--- src/rtl/picomips_pkg.sv ---
// Shared picoMIPS definitions: fetch FSM states, PC width, opcodes.
package picomips_pkg;

  typedef enum logic [1:0] {
    RUN,
    WAIT_PRESS,
    WAIT_RELEASE,
    HALT
  } fetch_state_t;

  localparam int PSIZE_DEF = 5;

  localparam int OPW = 3;
  localparam logic [OPW-1:0] OP_NOP  = 3'd0;
  localparam logic [OPW-1:0] OP_ADD  = 3'd1;
  localparam logic [OPW-1:0] OP_ADDI = 3'd2;
  localparam logic [OPW-1:0] OP_MUL  = 3'd3;
  localparam logic [OPW-1:0] OP_LOAD = 3'd4;

endpackage

--- src/rtl/pc_fetch_ctrl_if.sv ---
// Decoder/button-facing bundle of the PC fetch-control stage.
interface pc_fetch_ctrl_if #(
  parameter int PSIZE = picomips_pkg::PSIZE_DEF
);
  logic             PCincr;
  logic             load_req;
  logic             btn;
  logic [PSIZE-1:0] PCout;
  logic             load_en;
  logic             halted;

  modport master (
    output PCincr, load_req, btn,
    input  PCout, load_en, halted
  );

  modport slave (
    input  PCincr, load_req, btn,
    output PCout, load_en, halted
  );
endinterface

--- src/rtl/pc_fetch_ctrl_sync_edge.sv ---
// Button synchroniser chain followed by a rising-edge detector.
module sync_edge #(
  parameter int SYNC_STAGES = 2
) (
  input  logic clk,
  input  logic reset,
  input  logic btn,
  output logic btn_s,
  output logic rise
);
  logic [SYNC_STAGES-1:0] sh;
  logic                   prev;

  always_ff @(posedge clk) begin
    if (reset) begin
      sh   <= '0;
      prev <= 1'b0;
    end else begin
      sh   <= {sh[SYNC_STAGES-2:0], btn};
      prev <= sh[SYNC_STAGES-1];
    end
  end

  assign btn_s = sh[SYNC_STAGES-1];
  assign rise  = btn_s & ~prev;
endmodule

--- src/rtl/pc_fetch_ctrl.sv ---
// PC register and LOAD-stall fetch control.
// Define PC_WRAP_EN to wrap PC past PROG_LAST instead of halting.
module pc_fetch_ctrl
  import picomips_pkg::*;
#(
  parameter int PSIZE       = PSIZE_DEF,
  parameter int PROG_LAST   = 2**PSIZE-1,
  parameter int SYNC_STAGES = 2
) (
  input logic           clk,
  input logic           reset,
  pc_fetch_ctrl_if.slave f
);
  localparam logic [PSIZE-1:0] LAST = PSIZE'(PROG_LAST);

  fetch_state_t     state, state_n;
  logic [PSIZE-1:0] pc, pc_n;
  logic             halted, halted_n;
  logic             le, le_n;
  logic             btn_s, rise;
  logic             adv;

  sync_edge #(
    .SYNC_STAGES(SYNC_STAGES)
  ) u_sync (
    .clk  (clk),
    .reset(reset),
    .btn  (f.btn),
    .btn_s(btn_s),
    .rise (rise)
  );

  always_ff @(posedge clk) begin
    if (reset) begin
      state  <= RUN;
      pc     <= '0;
      halted <= 1'b0;
      le     <= 1'b0;
    end else begin
      state  <= state_n;
      pc     <= pc_n;
      halted <= halted_n;
      le     <= le_n;
    end
  end

  always_comb begin
    state_n  = state;
    pc_n     = pc;
    halted_n = halted;
    le_n     = 1'b0;
    adv      = 1'b0;
    unique case (state)
      RUN: begin
        if (f.load_req)
          state_n = WAIT_PRESS;
        else if (f.PCincr)
          adv = 1'b1;
      end
      WAIT_PRESS: begin
        if (rise) begin
          le_n    = 1'b1;
          state_n = WAIT_RELEASE;
        end
      end
      WAIT_RELEASE: begin
        if (!btn_s) begin
          state_n = RUN;
          adv     = 1'b1;
        end
      end
      HALT: ;
      default: state_n = RUN;
    endcase
    // Shared advance rule for RUN and for leaving WAIT_RELEASE
    if (adv) begin
      if (pc == LAST) begin
`ifdef PC_WRAP_EN
        pc_n = '0;
`else
        state_n  = HALT;
        halted_n = 1'b1;
`endif
      end else begin
        pc_n = pc + 1'b1;
      end
    end
  end

  assign f.PCout   = pc;
  assign f.load_en = le;
  assign f.halted  = halted;
endmodule

--- src/flat_wrapper.sv ---
// flat-port wrapper written by rule: the top's interface ports become plain ports
module pc_fetch_ctrl_flat import picomips_pkg::*;
#(
  parameter int PSIZE       = PSIZE_DEF,
  parameter int PROG_LAST   = 2**PSIZE-1,
  parameter int SYNC_STAGES = 2
)
  (clk, reset, f_PCincr, f_load_req, f_btn, f_PCout, f_load_en, f_halted);
  pc_fetch_ctrl_if #(.PSIZE(PSIZE)) f_i ();
  input logic clk;
  input logic reset;
  input wire logic [$bits(f_i.PCincr)-1:0] f_PCincr;
  input wire logic [$bits(f_i.load_req)-1:0] f_load_req;
  input wire logic [$bits(f_i.btn)-1:0] f_btn;
  output wire logic [$bits(f_i.PCout)-1:0] f_PCout;
  output wire logic [$bits(f_i.load_en)-1:0] f_load_en;
  output wire logic [$bits(f_i.halted)-1:0] f_halted;
  assign f_i.PCincr = f_PCincr;
  assign f_i.load_req = f_load_req;
  assign f_i.btn = f_btn;
  assign f_PCout = f_i.PCout;
  assign f_load_en = f_i.load_en;
  assign f_halted = f_i.halted;
  pc_fetch_ctrl #(.PSIZE(PSIZE), .PROG_LAST(PROG_LAST), .SYNC_STAGES(SYNC_STAGES)) u_core (.clk(clk), .reset(reset), .f(f_i));
endmodule
--- config.mk ---
export PLATFORM = sky130hd
export DESIGN_NAME = pc_fetch_ctrl_flat
export DESIGN_NICKNAME = d
export VERILOG_FILES = /design/src/rtl/picomips_pkg.sv /design/src/rtl/pc_fetch_ctrl_if.sv /design/src/rtl/pc_fetch_ctrl_sync_edge.sv /design/src/rtl/pc_fetch_ctrl.sv /design/src/flat_wrapper.sv
export SDC_FILE = /design/constraint.sdc
export NUM_CORES = 1
export LEC_CHECK = 0
export CORE_UTILIZATION = 30
export CTS_CLUSTER_DIAMETER = 120
export CTS_CLUSTER_SIZE = 20
export DETAILED_ROUTE_END_ITERATION = 10
export RECOVER_POWER = 100
export SLEW_MARGIN = 20
export SYNTH_ARGS = -nofsm -noshare
export SYNTH_HDL_FRONTEND = slang
export SYNTH_SLANG_ARGS = --single-unit
--- constraint.sdc ---
create_clock -name clk -period 2 [get_ports clk]
set_input_delay 0.4 -clock clk [delete_from_list [all_inputs] [get_ports clk]]
set_output_delay 0.4 -clock clk [all_outputs]
set_load 0.005 [all_outputs]
==> results.py <==
metrics = {
    "status": {
        "outcome": "complete, no violations",
    },
    "floorplan": {
        "num_rows": 14,
        "die_y_um": 42.5,
        "die_x_um": 42.5,
        "dieArea_sq_mm": 0.00181,
        "io_pins": 12,
        "start_util": 0.323,
        "core_area_sq_mm": 0.00152,
    },
    "clocking": {
        "post_cts_buffers": 0,
        "tritoncts": "yes",
        "numCtsBuffers": 3,
        "htreeDepth": 1,
        "cts_hold_buffers": 0,
        "cts_sinks": 12,
        "clk_pin_slew_ps": 70,
        "worstSkewPairLatency_ps": 270,
        "cts-resized-gates": 0,
        "root_buffer": "clkbuf_4",
        "clk_path_buf_depth": 2,
    },
    "detailed_routing": {
        "wl_met1_um": 509,
        "drt_wl_total_um": 912,
        "wl_met3_um": 80,
        "highest_layer": "met3",
        "vias": 369,
        "via_per_inst": 4.79,
        "route.met2.wl_um": 322,
        "drtPass1Iterations": 3,
        "drtIter0Drc": 6,
        "drc_errors": 0,
        "wl_per_cell_um": 11.8,
        "antenna_left": 0,
    },
    "final_layout": {
        "drive_gt1_frac": 0.115,
        "fill_cells": 160,
        "n_antenna_cell": 0,
        "seq_area_sq_um": 240,
        "fin_nets": 70,
        "syn_to_final_growth_pct": 30.5,
        "multiInputGateArea_sq_um": 235,
        "fin_util": 0.422,
        "stdcell_area_sq_um": 643,
    },
    "job": {
        "maxCapViolations": 0,
    },
    "logic_synthesis": {
        "syn-instance-count": 46,
        "synth_seq_cells": 12,
        "syn-cell-area_sq_um": 493,
        "synth_seq_area_share": 0.487,
        "post_synth.cell_area_avg_sq_um": 10.7,
        "ys_warn_count": 0,
        "syn_nets": 53,
        "synthDistinctLibCells": 23,
    },
    "sta": {
        "slew_headroom": 0.716,
        "finalSetupViolations": 0,
        "period_share": 0.902,
        "holdWs_ps": 447,
        "slew_violations": 0,
        "hold_violations": 0,
        "tightest_slew_ps": 426,
        "fmax_mhz": 555,
        "clock_skew_ps": 3.71,
        "rsz0062_at_grt": "false",
        "min_period_ps": 1800,
        "setup_ws_ps": 197,
    },
    "global_route": {
        "grt_pass1_vias": 319,
        "overflow": 0,
        "grt_start_max_net_pins": 11,
        "antenna_found_initial": 0,
        "track_usage": 0.108,
        "grt_pass1_wl_um": 1410,
    },
    "critical_path": {
        "cp-start-kind": "primary input",
        "timing.rr.start": "u_core.f.PCout[0]",
        "crit_fanout": 2,
        "arrival_ps": 1970,
        "cp-startpoint": "f_load_req",
        "crit_type": "primary input to flop",
        "required_ps": 2160,
        "end_kind": "flop",
    },
    "pwr": {
        "ir_drop_v": 0.000321,
        "p_per_area_mw_per_mm2": 682,
        "p_leak_uw": 0.000276,
        "design_power_total_uw": 438,
    },
    "placed_design": {
        "portBuffers": 11,
        "gp_congestion": 0.699,
        "place_ws_ps": -40.8,
        "postPlaceCellArea_sq_um": 634,
    },
    "hold_path": {
        "hp-start": "u_core.f.halted",
        "hold_class": "flop to flop",
    },
}
[critical path, cell delays in order]
cell and delay (ps):
clkdlybuf4s50_1 420, or4b_1 540, a21oi_4 160, nand4_1 140, mux2_4 310
[metal layers]
metal | GRT usage | up-vias
li1 | - | 194
met4 | 0.0375 | 0
met5 | 0 | -
met2 | 0.129 | 12
met3 | 0.0733 | 0
met1 | 0.150 | 163
[layout make-up]
cell class / count / area share
Sequential cell: 12 / 0.374
Multi-Input combinational cell: 32 / 0.366
Timing Repair Buffer: 13 / 0.189
Clock buffer: 3 / 0.0350
Tap cell: 16 / 0.0311
Inverter: 1 / 0.00584
[through the flow]
stage | std cells | TNS, ps
3_3_place_gp | 74 | -12.6
2_1_floorplan | 46 | 0
4_1_cts | 77 | 0
5_1_grt | 77 | 0
6_report | 77 | 0
3_5_place_dp | 74 | -40.8
[path summary, 6_finish.rpt]
kind	to	slack (ps)	cells after the start
worst max register to register	u_core.f.PCout[3]	310	6
worst min register to register	u_core.f.halted	450	2
worst max-delay path	u_core.f.PCout[3]	200	5
worst min-delay path	u_core.f.halted	450	2
[logic make-up after synthesis]
group                    Yosys count  share of synthesized area
buffers and inverters              2                     0.0152
adder cells (fa/ha/maj)            2                     0.0508
AO/OA/AOI/OAI                      8                      0.119
flip-flops                        12                      0.487
AND/OR/NAND/NOR                   18                      0.239
multiplexers                       3                     0.0711
XOR/XNOR                           1                     0.0178
[sequential cells by signal, indices dropped and copies added (netlist names)]
| name | flops |
|---|---|
| u_core.f.load_en | 1 |
| u_core.u_sync.prev | 1 |
| u_core.state | 2 |
| u_core.u_sync.sh | 2 |
| u_core.f.halted | 1 |
| u_core.f.PCout | 5 |
[cells in the final DEF (no fill, tap or decap)]
master / instances
ha_1: 2
xnor2_1: 1
dlygate4sd3_1: 8
buf_4: 1
nor2b_1: 4
mux2_4: 1
nand4_1: 1
dfxtp_1: 12
a21oi_1: 3
nand3b_1: 2
o22ai_1: 1
nor2_1: 4
nor3_1: 1
mux2i_1: 2
and3_1: 1
clkbuf_1: 1
o21ai_0: 1
and2b_2: 1
clkbuf_4: 3
clkdlybuf4s50_1: 3
nand2_1: 2
or3b_1: 1
a31oi_1: 1
inv_1: 1
a21oi_4: 1
or4b_1: 1
a21bo_1: 1
[synth_stat cells]
library cell | count | share of area
and2b_2 | 1 | 0.018
mux2i_1 | 2 | 0.041
mux2_4 | 1 | 0.030
a21oi_1 | 3 | 0.030
or4b_4 | 1 | 0.028
nor2_1 | 4 | 0.030
nand2_1 | 2 | 0.015
o22ai_1 | 1 | 0.013
and3_1 | 1 | 0.013
nand4_2 | 1 | 0.025
o21ai_0 | 1 | 0.010
a31oi_1 | 1 | 0.013
ha_1 | 2 | 0.051
inv_1 | 1 | 0.0076
xnor2_1 | 1 | 0.018
nor3_1 | 1 | 0.010
a21oi_4 | 1 | 0.033
nor2b_1 | 4 | 0.051
nand3b_1 | 2 | 0.030
a21bo_1 | 1 | 0.020
dfxtp_1 | 12 | 0.49
or3b_1 | 1 | 0.018
clkbuf_1 | 1 | 0.0076
[where the power goes]
| part | switching (uW) | internal (uW) |
|---|---|---|
| clock network | 77.6 | 69.6 |
| registers | 6.15 | 246 |
| logic | 16.1 | 23.0 |
| total | 99.8 | 339 |
Power figures use the tool's default switching activity.
